===== src/rtl/edge_gen_moore.sv =====
// Moore edge generator: drives o_q with requested rising/falling edges and enforces a dwell window.
// Define EDGE_GEN_CNT_EN to add the wrapping edge counter output o_edge_cnt.
module edge_gen_moore #(
    parameter int HOLD_W = 4,
    parameter int CNT_W  = 8
) (
    input  logic              in_clk,
    input  logic              in_rst_n,
    input  logic              in_req_v,
    input  logic              in_req_rise,
    input  logic [HOLD_W-1:0] in_hold,
    output logic              o_req_rdy,
    output logic              o_q,
    output logic              o_edge_p,
    output logic              o_err
`ifdef EDGE_GEN_CNT_EN
    ,
    output logic [CNT_W-1:0]  o_edge_cnt
`endif
);

    // Encodings 1xx are unused and fall back to IDLE_L.
    typedef enum logic [2:0] {
        IDLE_L = 3'b000,
        IDLE_H = 3'b001,
        HOLD_L = 3'b010,
        HOLD_H = 3'b011
    } state_t;

    state_t            state;
    logic [HOLD_W-1:0] dwell;
    logic              accept;
    logic              flip;

    function automatic logic [HOLD_W-1:0] dwell_dec(input logic [HOLD_W-1:0] d);
        return (d == '0) ? '0 : d - HOLD_W'(1);
    endfunction

    assign o_req_rdy = (state == IDLE_L) || (state == IDLE_H);
    assign accept    = in_req_v && o_req_rdy;
    assign flip      = accept && (((state == IDLE_L) &&  in_req_rise) ||
                                  ((state == IDLE_H) && !in_req_rise));

    always_ff @(posedge in_clk or negedge in_rst_n) begin
        if (!in_rst_n) begin
            state    <= IDLE_L;
            dwell    <= '0;
            o_q      <= 1'b0;
            o_edge_p <= 1'b0;
            o_err    <= 1'b0;
        end else begin
            o_edge_p <= 1'b0;
            o_err    <= 1'b0;
            case (state)
                IDLE_L: begin
                    if (flip) begin
                        state    <= HOLD_H;
                        o_q      <= 1'b1;
                        o_edge_p <= 1'b1;
                        dwell    <= in_hold;
                    end else if (accept) begin
                        o_err    <= 1'b1;
                    end
                end
                IDLE_H: begin
                    if (flip) begin
                        state    <= HOLD_L;
                        o_q      <= 1'b0;
                        o_edge_p <= 1'b1;
                        dwell    <= in_hold;
                    end else if (accept) begin
                        o_err    <= 1'b1;
                    end
                end
                HOLD_L: begin
                    if (dwell == '0) state <= IDLE_L;
                    else             dwell <= dwell_dec(dwell);
                end
                HOLD_H: begin
                    if (dwell == '0) state <= IDLE_H;
                    else             dwell <= dwell_dec(dwell);
                end
                default: begin
                    state <= IDLE_L;
                    o_q   <= 1'b0;
                    dwell <= '0;
                end
            endcase
        end
    end

`ifdef EDGE_GEN_CNT_EN
    // Advances on the same clock edge that launches o_edge_p.
    always_ff @(posedge in_clk or negedge in_rst_n) begin
        if (!in_rst_n)  o_edge_cnt <= '0;
        else if (flip)  o_edge_cnt <= o_edge_cnt + CNT_W'(1);
    end
`else
    // Edge counter not built in this configuration.
`endif

endmodule


===== config.mk =====
export PLATFORM = sky130hd
export DESIGN_NAME = edge_gen_moore
export DESIGN_NICKNAME = d
export VERILOG_FILES = /design/src/rtl/edge_gen_moore.sv
export SDC_FILE = /design/constraint.sdc
export NUM_CORES = 1
export LEC_CHECK = 0
export ABC_AREA = 0
export BUFFER_PORTS_ARGS = -buffer_cell sky130_fd_sc_hd__buf_2
export CORE_AREA = 4 4 41 43
export DETAILED_ROUTE_END_ITERATION = 10
export DIE_AREA = 0 0 45 47
export SLEW_MARGIN = 10
export SYNTH_ARGS = -nofsm -noshare
export SYNTH_HDL_FRONTEND = slang
export SYNTH_SLANG_ARGS = --single-unit

===== constraint.sdc =====
create_clock -name in_clk -period 2.27 [get_ports in_clk]
set_clock_uncertainty 0.1 [all_clocks]
set_input_delay 0.3405 -clock in_clk [delete_from_list [all_inputs] [get_ports in_clk]]
set_output_delay 0.3405 -clock in_clk [all_outputs]
set_load 0.01 [all_outputs]

Word-level counts from Yosys, hierarchy flattened
Index checks and enable logic that the tools add are counted.
{"block": "word_totals", "ff_bits": 10, "elab_cells": 46, "out_inout_bits": 4, "in_bits": 8}
{"block": "op_classes", "n_reduce_logical": 14, "mux": 16, "n_addsub": 1, "bitwise": 1, "eq_ne": 9}
{"operator": "3-bit 2-to-1 mux", "count": 4}
{"operator": "3-bit one-hot mux with 4 select lines", "count": 1}
{"operator": "2-bit != test, second input constant", "count": 5}
{"operator": "4-bit 2-to-1 mux", "count": 2}
{"operator": "4-bit one-hot mux with 2 select lines", "count": 1}
{"operator": "1-bit 2-to-1 mux", "count": 7}
{"operator": "3-bit by 2-bit equality test with 1-bit output, second input constant", "count": 2}
{"operator": "1-bit logical AND", "count": 4}
{"operator": "4-bit zero test", "count": 1}
{"operator": "4-bit AND reduction", "count": 1}
{"operator": "2-bit OR reduction", "count": 2}
{"operator": "4-bit by 1-bit subtractor with 4-bit output, second input constant", "count": 1}
{"operator": "3-bit by 1-bit equality test with 1-bit output, second input constant", "count": 1}
{"operator": "3-bit zero test", "count": 1}
{"operator": "1-bit one-hot mux with 3 select lines", "count": 1}
{"operator": "3-bit AND reduction", "count": 1}
{"operator": "1-bit logical OR", "count": 2}
{"operator": "2-bit by 1-bit != test with 1-bit output, second input constant", "count": 1}
{"operator": "2-bit AND reduction", "count": 1}
{"operator": "1-bit zero test", "count": 1}
{"operator": "1-bit NOT", "count": 1}

Depth between registers and ports, before layout
Gate-level depths: netlist of the first run.
{"block": "depth", "depth_word": 6, "ltp_mapped": 7, "ltp_nobuf": 6}

Worst setup path after synthesis of the first run
Ideal clock, no wire load.
{"block": "synth_timing", "kind": "reg-to-reg", "from": "register state[0]", "to": "register dwell[3]", "t_arrival_ns": 1.624, "path_buffers": 1, "period_less_slack_ns": 1.849, "setup_ns": 0.125, "stages_incl_launch_ff": 8, "required_ns": 2.045, "slack_ns": 0.421, "path_cell_list": "dfrtp_1 inv_1 ha_1 or2_1 buf_6 and3_4 a21oi_4 mux2_4"}
{"block": "synth_between", "elab_chain_cells": 6, "elab_cells_between_ends": 16, "cone_classes": "eq/ne: 5; mux: 1; reduce/logical: 10"}
{"item": "from (decl)", "line": "30", "source": "state_t state;"}
{"item": "from (signal assigned)", "line": "46", "source": "state <= IDLE_L;"}
{"item": "from (signal assigned)", "line": "57", "source": "state <= HOLD_H;"}
{"item": "from (signal assigned)", "line": "67", "source": "state <= HOLD_L;"}
{"item": "3-bit by 1-bit equality test with 1-bit output or 3-bit zero test (tied branches)", "line": "39", "source": "assign o_req_rdy = (state == IDLE_L) || (state == IDLE_H);"}
{"item": "1-bit logical OR (*)", "line": "39"}
{"item": "named net o_req_rdy", "line": "12", "source": "output logic o_req_rdy,"}
{"item": "1-bit logical AND (*)", "line": "40", "source": "assign accept = in_req_v && o_req_rdy;"}
{"item": "1-bit logical AND (*)", "line": "41", "source": "assign flip = accept && (((state == IDLE_L) && in_req_rise) ||"}
{"item": "2-bit by 1-bit != test with 1-bit output (no source line) (*)"}
{"item": "2-bit AND reduction (no source line) (*)"}
{"item": "to (signal assigned)", "line": "60", "source": "dwell <= in_hold;"}
{"item": "to (signal assigned)", "line": "70", "source": "dwell <= in_hold;"}
{"item": "to (signal assigned)", "line": "77", "source": "else dwell <= dwell_dec(dwell);"}
{"item": "to (decl)", "line": "31", "source": "logic [HOLD_W-1:0] dwell;"}
The timed path passes the listed nets; every way through them passes the cells marked *.
A chain may end at the register's enable or synchronous reset.

Worst setup path after layout of the first run
{"block": "layout_timing", "from": "register state[0]", "to": "register dwell[3]"}
{"block": "layout_between", "elab_chain_cells": 6, "elab_cells_between_ends": 16, "cone_classes": "eq/ne: 5; mux: 1; reduce/logical: 10"}
{"item": "3-bit by 1-bit equality test with 1-bit output or 3-bit zero test (tied branches)"}
{"item": "1-bit logical OR, or another cell as far along", "line": "39"}
{"item": "1-bit logical AND or 1-bit logical OR (tied branches)", "line": "40, 41"}
{"item": "1-bit logical AND", "line": "41"}
{"item": "2-bit by 1-bit != test with 1-bit output (no source line)"}
{"item": "2-bit AND reduction (no source line)"}
Parallel ways exist; a longest one is shown, timed or not.

==> results.py, run 1 <==
metrics = {
    "sta": {
        "hold_ws_ns": 0.2172,
        "finalSetupViolations": 0,
        "min_period_ns": 1.958,
        "fmax_mhz": 510.7,
        "relSlewSlack": 0.6772,
        "tns_ns": 0,
        "worst_slew_pin_slew_ns": 0.4832,
        "finalMaxSlewViolations": 0,
        "hold_viol_final": 0,
        "setup_slack_ns": 0.3120,
        "finalCritPeriodShare": 0.8625,
        "rsz0062_at_grt": "false",
    },
    "grt": {
        "gr-total-overflow": 0,
        "gr-usage-all-layers": 0.1161,
        "grt_max_degree": 10,
        "grt_pass1_wl_mm": 1.683,
        "grt.busiest_layer": "met2",
        "use_met3": 0.06897,
        "first_global_vias": 434,
        "gr-usage-met1": 0.1230,
        "grt_util_met2": 0.1949,
        "antenna_found_initial": 0,
    },
    "floorplanning": {
        "die_h_microns": 47,
        "dieArea_sq_mm": 0.002115,
        "core_sq_mm": 0.001301,
        "row_count": 13,
        "start_util": 0.4337,
        "ios": 12,
        "die_w_microns": 45,
    },
    "synth": {
        "yosys_warnings": 0,
        "synth_cell_type_count": 26,
        "synth.avg_cell_area_sq_um": 10.26,
        "ys_ff_latch": 9,
        "synth_nets": 69,
        "synth_area_sq_um": 564.3,
        "synth-seq-area-share": 0.3991,
        "syn_inst": 55,
    },
    "finish": {
        "area_delta_synth_final_pct": 17.52,
        "antenna_cells": 0,
        "drive_gt1_frac": 0.2857,
        "final.fill_count": 135,
        "nNetsFinal": 85,
    },
    "worst_setup_path": {
        "worstPathCellList": "inv_1, ha_1, or2_1, and3_4, a21oi_4, mux2_4",
        "cp_top_family": "simple AND/OR/NAND/NOR gates",
        "slowest_delay_ns": 0.37,
        "end_kind": "register",
        "cp_max_fo": 7,
        "critPathBufInv": 1,
        "crit_arrival_ns": 2.00,
        "worstPathRequired_ns": 2.31,
        "crit_slowest_cell": "dfrtp_1",
        "path_class": "reg2reg",
        "crit_path_start_kind": "register",
    },
    "min_path": {
        "hold_path_class": "in2reg",
    },
    "pwr": {
        "comb_power_share": 0.609,
        "p_leak_uw": 0.0003444,
        "ir_worst_vdd_mv": 0.7424,
        "power.density_mw_per_mm2": 1562,
        "swShare": 0.4137,
        "switchingPower_uw": 428.5,
        "p_int_uw": 607.3,
        "pwr-share-clk": 0.114,
        "p_seq_frac": 0.277,
    },
    "outcome": {
        "status": "complete, no violations",
    },
    "clocking": {
        "clock_latency_ns": 0.25,
        "cts_num_sinks": 9,
        "htree_levels": 1,
        "ctsRootBufferMaster": "clkbuf_4",
        "cts_buffers": 3,
        "post_cts_buffers": 0,
        "post_cts_resized": 0,
        "cts_buffer_depth": 2,
        "clk_pin_slew_ns": 0.06,
        "cts_tree": "done",
        "postCtsHoldBufs": 1,
    },
    "routing": {
        "drtAntennaViolNets": 0,
        "drt-initial-drc-count": 5,
        "drt-total-wl_microns": 991,
        "drc_errors": 0,
        "via_per_inst": 4.859,
        "wl_per_cell_microns": 11.66,
        "dr.pass1.iters": 4,
        "vias": 413,
    },
    "placed_design": {
        "gp_congestion": 0.7820,
        "port_buffers": 11,
        "pre_cts_slack_ns": 0.3171,
        "dpl.hpwl_microns": 793.6,
    },
    "run": {
        "maxCapViolCount": 0,
    },
}
==> cell usage after synthesis <==
cell | number | share of area
a21oi_1 | 1 | 0.0089
a21oi_4 | 1 | 0.029
a22oi_1 | 1 | 0.013
a32o_1 | 1 | 0.018
and2_1 | 1 | 0.011
and3_4 | 1 | 0.020
buf_6 | 1 | 0.020
dfrtp_1 | 9 | 0.40
ha_1 | 6 | 0.13
inv_1 | 5 | 0.033
mux2_4 | 1 | 0.027
mux2i_1 | 3 | 0.053
nand2_1 | 4 | 0.027
nand3_1 | 2 | 0.018
nand3b_1 | 1 | 0.013
nor2_1 | 6 | 0.040
nor3_1 | 1 | 0.0089
nor3b_1 | 1 | 0.013
o21ai_0 | 2 | 0.018
o22a_2 | 1 | 0.018
o22ai_1 | 1 | 0.011
o2bb2ai_1 | 1 | 0.016
or2_1 | 1 | 0.011
or2_2 | 1 | 0.011
or2b_2 | 1 | 0.016
xnor2_1 | 1 | 0.016
==> worst register-to-register path, stage by stage, from the launching register on <==
cell	delay [ns]
dfrtp_1	0.37
inv_1	0.09
ha_1	0.26
or2_1	0.32
and3_4	0.21
a21oi_4	0.19
mux2_4	0.32
==> sequential cells by signal, indices dropped and copies added (netlist names) <==
| register | cells |
|---|---|
| dwell | 4 |
| state | 2 |
| o_q | 1 |
| o_err | 1 |
| o_edge_p | 1 |
==> cells in the final DEF (no fill, tap or decap) <==
master	instances
and3_4	1
nor3_1	1
o22a_2	1
mux2i_1	3
nand2_1	4
dlygate4sd3_1	1
a21oi_1	1
inv_1	5
nand3_1	2
o2bb2ai_1	1
clkbuf_1	1
or2b_2	1
buf_2	11
xnor2_1	1
nand3b_1	1
or2_2	1
dfrtp_1	9
or2_1	1
and2_1	1
mux2_4	1
a21oi_4	1
a32o_1	1
a22oi_1	1
nor2_1	6
nor3b_1	1
o21ai_0	2
ha_1	6
o22ai_1	1
clkbuf_4	3
==> metal layers <==
layer | vias up | part of all wire
met5 | - | 0
met4 | 0 | 0.012
met3 | 2 | 0.071
met2 | 10 | 0.45
met1 | 185 | 0.46
li1 | 216 | -
==> per-stage QoR <==
step | cells | util | power (uW) | cell area [sq um]
4_1_cts | 85 | 0.5096 | 1053 | 663.1
2_1_floorplan | 55 | - | 823.8 | 564.3
6_report | 85 | 0.5096 | 1036 | 663.1
3_3_place_gp | 80 | 0.4817 | 919.6 | 626.9
5_1_grt | 85 | 0.5096 | 1153 | 663.1
3_5_place_dp | 80 | 0.4817 | 930.0 | 626.9
==> logic make-up after synthesis <==
group | synth area share
adder cells (fa/ha/maj) | 0.1330
multiplexers | 0.07982
AO/OA/AOI/OAI | 0.1308
buffers and inverters | 0.05322
XOR/XNOR | 0.01552
AND/OR/NAND/NOR | 0.1885
flip-flops | 0.3991
==> area by class of cell <==
class,instances,area [sq um],area share
Multi-Input combinational cell,40,309.0,0.4660
Sequential cell,9,225.2,0.3396
Timing Repair Buffer,12,65.06,0.09811
Clock buffer,4,26.28,0.03962
Inverter,5,18.77,0.02830
Tap cell,15,18.77,0.02830
==> final timing paths <==
check | cells after the start | to | from | slack (ns)
min reg2reg | 2 | o_q | o_q | 0.42
max reg2reg | 6 | dwell[3] | state[0] | 0.31
min in group asynchronous | 2 | o_err | in_rst_n | 0.37
min | 2 | o_err | in_req_v | 0.22
max | 6 | dwell[3] | state[0] | 0.31
max in group asynchronous | 2 | state[0] | in_rst_n | 1.52
==> power groups by stage <==
| stage | combinational, uW | clock [uW] | sequential, uW |
|---|---|---|---|
| after floorplan | 535 | 0 | 289 |
| after global placement | 632 | 0 | 288 |
| after detailed placement | 640 | 0 | 290 |
| after global routing | 722 | 135 | 296 |
| final | 630 | 118 | 287 |
| after CTS | 643 | 123 | 287 |
Power figures use the tool's default switching activity.
==> inputs of run 2 (changes only) <==
Settings changed: ABC_CLOCK_PERIOD_IN_PS from default to 2270, BUFFER_PORTS_ARGS -buffer_cell sky130_fd_sc_hd__buf_2 to -buffer_cell sky130_fd_sc_hd__buf_4.
==> run 2 against run 1 <==
  * Sequential share of layout area decreased by 1.4 points
  * Hold slack gained 0.0066 ns
  * Fmax grew 1.6%
  * Highest routed layer unchanged
  * Global-route usage down 0.089 points
==> results.py, run 2 (synthesized netlist as in run 1, its figures left out) <==
metrics = {
    "grt": {
        "gr-total-overflow": 0,
        "first_global_vias": 407,
        "grt_max_degree": 10,
        "grt_pass1_wl_mm": 1.628,
        "antenna_found_initial": 0,
        "gr-usage-all-layers": 0.1153,
    },
    "worst_setup_path": {
        "crit_path_start_kind": "register",
        "critPathBufInv": 1,
        "worstPathCellList": "inv_1, ha_1, or2_1, and3_4, a21oi_4, mux2_4",
        "crit_arrival_ns": 1.96,
        "slowest_delay_ns": 0.37,
        "reg2regPathDepth": 6,
        "path_class": "reg2reg",
        "r2r-start": "state[0]",
        "r2r_end": "dwell[3]",
        "cp_top_family": "simple AND/OR/NAND/NOR gates",
        "regToRegSetupSlack_ns": 0.34,
        "worstPathRequired_ns": 2.31,
        "crit_slowest_cell": "dfrtp_1",
        "end_kind": "register",
        "cp_max_fo": 7,
    },
    "sta": {
        "hold_viol_final": 0,
        "relSlewSlack": 0.6607,
        "worst_slew_pin_slew_ns": 0.5078,
        "finalMaxSlewViolations": 0,
        "fmax_mhz": 519.2,
        "finalCritPeriodShare": 0.8485,
        "min_period_ns": 1.926,
        "tns_ns": 0,
        "finalSetupViolations": 0,
        "rsz0062_at_grt": "false",
    },
    "floorplanning": {
        "row_count": 13,
        "die_h_microns": 47,
        "core_sq_mm": 0.001301,
        "dieArea_sq_mm": 0.002115,
        "die_w_microns": 45,
        "ios": 12,
        "start_util": 0.4337,
    },
    "min_path": {
        "hold_end": "o_err",
        "min_from": "in_req_v",
        "min_path_cells": 2,
        "hold_path_class": "in2reg",
    },
    "pwr": {
        "swShare": 0.4073,
        "ir_worst_vdd_mv": 0.9748,
        "power.density_mw_per_mm2": 1532,
        "switchingPower_uw": 431.0,
        "p_seq_frac": 0.273,
        "p_int_uw": 627.2,
        "pwr-share-clk": 0.110,
        "comb_power_share": 0.618,
        "p_leak_uw": 0.0003516,
        "finalPower_uw": 1058,
    },
    "placed_design": {
        "dpl.hpwl_microns": 834.4,
        "gp_congestion": 0.7664,
        "port_buffers": 11,
    },
    "clocking": {
        "clock_latency_ns": 0.25,
        "post_cts_buffers": 0,
        "htree_levels": 1,
        "cts_buffers": 3,
        "cts_buffer_depth": 2,
        "clk_pin_slew_ns": 0.05,
        "cts_num_sinks": 9,
        "ctsRootBufferMaster": "clkbuf_4",
        "cts_tree": "done",
    },
    "outcome": {
        "status": "complete, no violations",
    },
    "finish": {
        "seq_area_sq_um": 225.2,
        "final_cell_mix": "buf_4 (11), dfrtp_1 (9), nor2_1 (6), ha_1 (6), inv_1 (5)",
        "multi_input_area_sq_um": 309.0,
        "nNetsFinal": 85,
        "final.fill_count": 124,
        "largest_reg_flops": 4,
        "layout_commonest_cell": "buf_4",
        "area_delta_synth_final_pct": 22.39,
        "top_regs": "dwell (4), state (2)",
        "antenna_cells": 0,
        "drive_gt1_frac": 0.2857,
        "regMostFlops": "dwell",
    },
    "routing": {
        "dr.pass1.iters": 3,
        "drt-total-wl_mm": 1.001,
        "drtAntennaViolNets": 0,
        "drc_errors": 0,
        "drt-initial-drc-count": 5,
        "via_per_inst": 4.859,
        "vias": 413,
        "wl_per_cell_microns": 11.78,
    },
    "run": {
        "maxCapViolCount": 0,
    },
}
[run 2: cell counts in the layout (fill, tap and decap cells not counted)]
Identical to the previous run, type by type.
[run 2: timing repair]
| item | in CTS | in global routing |
|---|---|---|
| hold buffers | 1 | 0 |
| gates resized for setup | 0 | 0 |
| endpoints found under the hold margin | 9 | 0 |
[run 2: layer usage]
metal | up-vias | track usage | wire length, microns
met5 | - | 0 | 0
met4 | 0 | 0.03509 | 10
met3 | 2 | 0.06897 | 83
met2 | 10 | 0.1864 | 458
met1 | 185 | 0.1273 | 448
li1 | 216 | - | -
[run 2: layout make-up]
type,instances,share of cell area
clock buffer,4,0.03804
sequential,9,0.3261
multi-input combinational,40,0.4475
tap,15,0.02717
timing repair buffer,12,0.1341
inverter,5,0.02717
[run 2: per-stage QoR]
stage | hold slack (ns) | worst slack [ns] | cells | utilization | cell area, sq um
5_1_grt | 0.2202 | 0.2256 | 85 | 0.5308 | 690.7
6_report | 0.2238 | 0.3438 | 85 | 0.5308 | 690.7
4_1_cts | 0.2231 | 0.3298 | 85 | 0.5308 | 690.7
2_1_floorplan | -0.05509 | 0.4212 | 55 | - | 564.3
3_5_place_dp | 0.07106 | 0.3418 | 80 | 0.5029 | 654.4
3_3_place_gp | 0.07172 | 0.3524 | 80 | 0.5029 | 654.4
[run 2: worst max path at each step]
stage,start,endpoint,slack [ns],cells after the start
floorplan,state[0],dwell[3],0.42,7
global placement,state[0],dwell[3],0.35,6
detailed placement,state[0],dwell[3],0.34,6
CTS,state[0],dwell[3],0.33,6
global route,state[0],dwell[3],0.23,6
finish,state[0],dwell[3],0.34,6
[run 2: power by group through the flow]
| stage | combinational [uW] | clock [uW] | sequential (uW) |
|---|---|---|---|
| after floorplan | 535 | 0 | 289 |
| after global placement | 654 | 0 | 290 |
| after global routing | 744 | 131 | 299 |
| final | 653 | 116 | 288 |
| after CTS | 663 | 123 | 290 |
| after detailed placement | 660 | 0 | 293 |
==> inputs of run 3 (changes only) <==
Settings changed: ABC_CLOCK_PERIOD_IN_PS 2270 to 1900.
Clock period 2.27 ns to 1.9 ns, I/O delays scaled along.
==> run 3 against run 2 <==
  * Power increased by 36%
  * Utilization up 4.6 points
  * Sequential share of layout area shrank 2.6 points
  * Register-to-register slack got worse by 0.21 ns
  * Critical path type is now reg2out
==> results.py, run 3 (synthesized netlist as in run 1, its figures left out) <==
metrics = {
    "routing": {
        "vias": 446,
        "drt-initial-drc-count": 3,
        "wl_per_cell_microns": 12.58,
        "via_per_inst": 4.901,
        "met3WireLength_microns": 71,
        "top_layer": "met4",
        "drtAntennaViolNets": 0,
        "drt-total-wl_mm": 1.145,
        "wl_met1_microns": 488,
        "wl_met2_microns": 575,
        "dr.pass1.iters": 2,
        "drc_errors": 0,
    },
    "finish": {
        "top_regs": "dwell (4), state (2)",
        "regMostFlops": "dwell",
        "layout_commonest_cell": "buf_4",
        "drive_gt1_frac": 0.3947,
        "final_cell_mix": "buf_4 (17), dfrtp_1 (9), nor2_1 (6), nand2_1 (4), ha_1 (4)",
        "final_cells": 91,
        "largest_reg_flops": 4,
        "area_delta_synth_final_pct": 33.04,
        "antenna_cells": 0,
        "nNetsFinal": 91,
        "final.fill_count": 126,
    },
    "pwr": {
        "p_leak_uw": 0.0003775,
        "pwr-share-clk": 0.099,
        "comb_power_share": 0.661,
        "swShare": 0.3941,
        "p_seq_frac": 0.240,
        "finalPower_uw": 1438,
        "p_int_uw": 871.1,
        "ir_worst_vdd_mv": 0.9128,
        "switchingPower_uw": 566.7,
        "power.density_mw_per_mm2": 1915,
    },
    "grt": {
        "antenna_found_initial": 0,
        "gr-usage-all-layers": 0.1338,
        "grt_pass1_wl_mm": 1.938,
        "first_global_vias": 450,
        "gr-total-overflow": 0,
        "grt_max_degree": 10,
    },
    "worst_setup_path": {
        "worstPathRequired_ns": 1.51,
        "cp_max_fo": 6,
        "path_class": "reg2out",
        "end_kind": "primary output",
        "crit_arrival_ns": 1.43,
        "reg2regPathDepth": 5,
        "crit_path_start_kind": "register",
    },
    "run": {
        "maxCapViolCount": 0,
    },
    "sta": {
        "hold_ws_ns": 0.1827,
        "finalSetupViolations": 0,
        "worst_slew_pin_slew_ns": 0.2774,
        "hold_viol_final": 0,
        "rsz0062_at_grt": "false",
        "finalCritPeriodShare": 0.9551,
        "fmax_mhz": 551.1,
        "relSlewSlack": 0.8147,
        "min_period_ns": 1.815,
        "tns_ns": 0,
        "finalMaxSlewViolations": 0,
    },
    "clocking": {
        "cts_buffers": 3,
        "clock_latency_ns": 0.25,
        "ctsRootBufferMaster": "clkbuf_4",
        "cts_tree": "done",
        "cts_num_sinks": 9,
        "htree_levels": 1,
        "clk_pin_slew_ns": 0.06,
        "cts_buffer_depth": 2,
    },
    "placed_design": {
        "dpl.hpwl_microns": 938.5,
        "port_buffers": 11,
        "placedCellCount": 84,
        "gp_congestion": 0.7383,
    },
    "floorplanning": {
        "row_count": 13,
        "core_sq_mm": 0.001301,
        "dieArea_sq_mm": 0.002115,
        "ios": 12,
        "die_h_microns": 47,
        "die_w_microns": 45,
        "start_util": 0.4337,
    },
    "min_path": {
        "hold_path_class": "in2reg",
        "min_path_cells": 2,
    },
    "outcome": {
        "status": "complete, no violations",
    },
}
## run 3: through the flow
step / util / worst slack, ns / area, sq um
6_report: 0.5769 / 0.08532 / 750.7
3_5_place_dp: 0.5260 / 0.1213 / 684.4
2_1_floorplan: - / 0.05124 / 564.3
4_1_cts: 0.5558 / 0.006406 / 723.2
5_1_grt: 0.5769 / 0.007461 / 750.7
3_3_place_gp: 0.5260 / 0.1593 / 684.4
## run 3: what timing repair did
action                                  in CTS  in global routing
resized for setup                            1                  4
endpoints found under the setup margin       1                  1
hold buffers                                 1                  0
endpoints found under the hold margin        9                  0
buffers inserted                             0                  2
## run 3: area by class of cell
type                            count  area [sq um]  area share
Sequential cell                     9         225.2      0.3000
Tap cell                           15         18.77     0.02500
Timing Repair Buffer               18         137.6      0.1833
Inverter                            5         18.77     0.02500
Multi-Input combinational cell     40         324.1      0.4317
Clock buffer                        4         26.28     0.03500
## run 3: final timing paths
check                          from         to  slack [ns]
max in group asynchronous  in_rst_n   state[0]        1.27
min in group asynchronous  in_rst_n   o_edge_p        0.29
min reg2reg                     o_q        o_q        0.41
max reg2reg                state[1]   dwell[3]        0.13
max                        state[1]  o_req_rdy        0.09
min                        in_req_v      o_err        0.18
## run 3: power by group through the flow
stage | Combinational (uW) | Clock (uW) | Sequential, uW
global placement | 879 | 0 | 346
floorplan | 639 | 0 | 345
global route | 1070 | 162 | 358
CTS | 901 | 151 | 346
detailed placement | 895 | 0 | 348
finish | 950 | 142 | 345
## run 3: worst max-delay path, cell delays in order, from the launching register on
cell and delay (ns):
dfrtp_1 0.38, inv_2 0.07, ha_2 0.18, or2_1 0.24, buf_4 0.17, buf_4 0.14
## run 3: routing by layer
| layer | track usage | vias to the layer above |
|---|---|---|
| met4 | 0.05263 | 0 |
| met2 | 0.2147 | 11 |
| met1 | 0.1512 | 205 |
| met3 | 0.06897 | 2 |
| li1 | - | 228 |
| met5 | 0 | - |
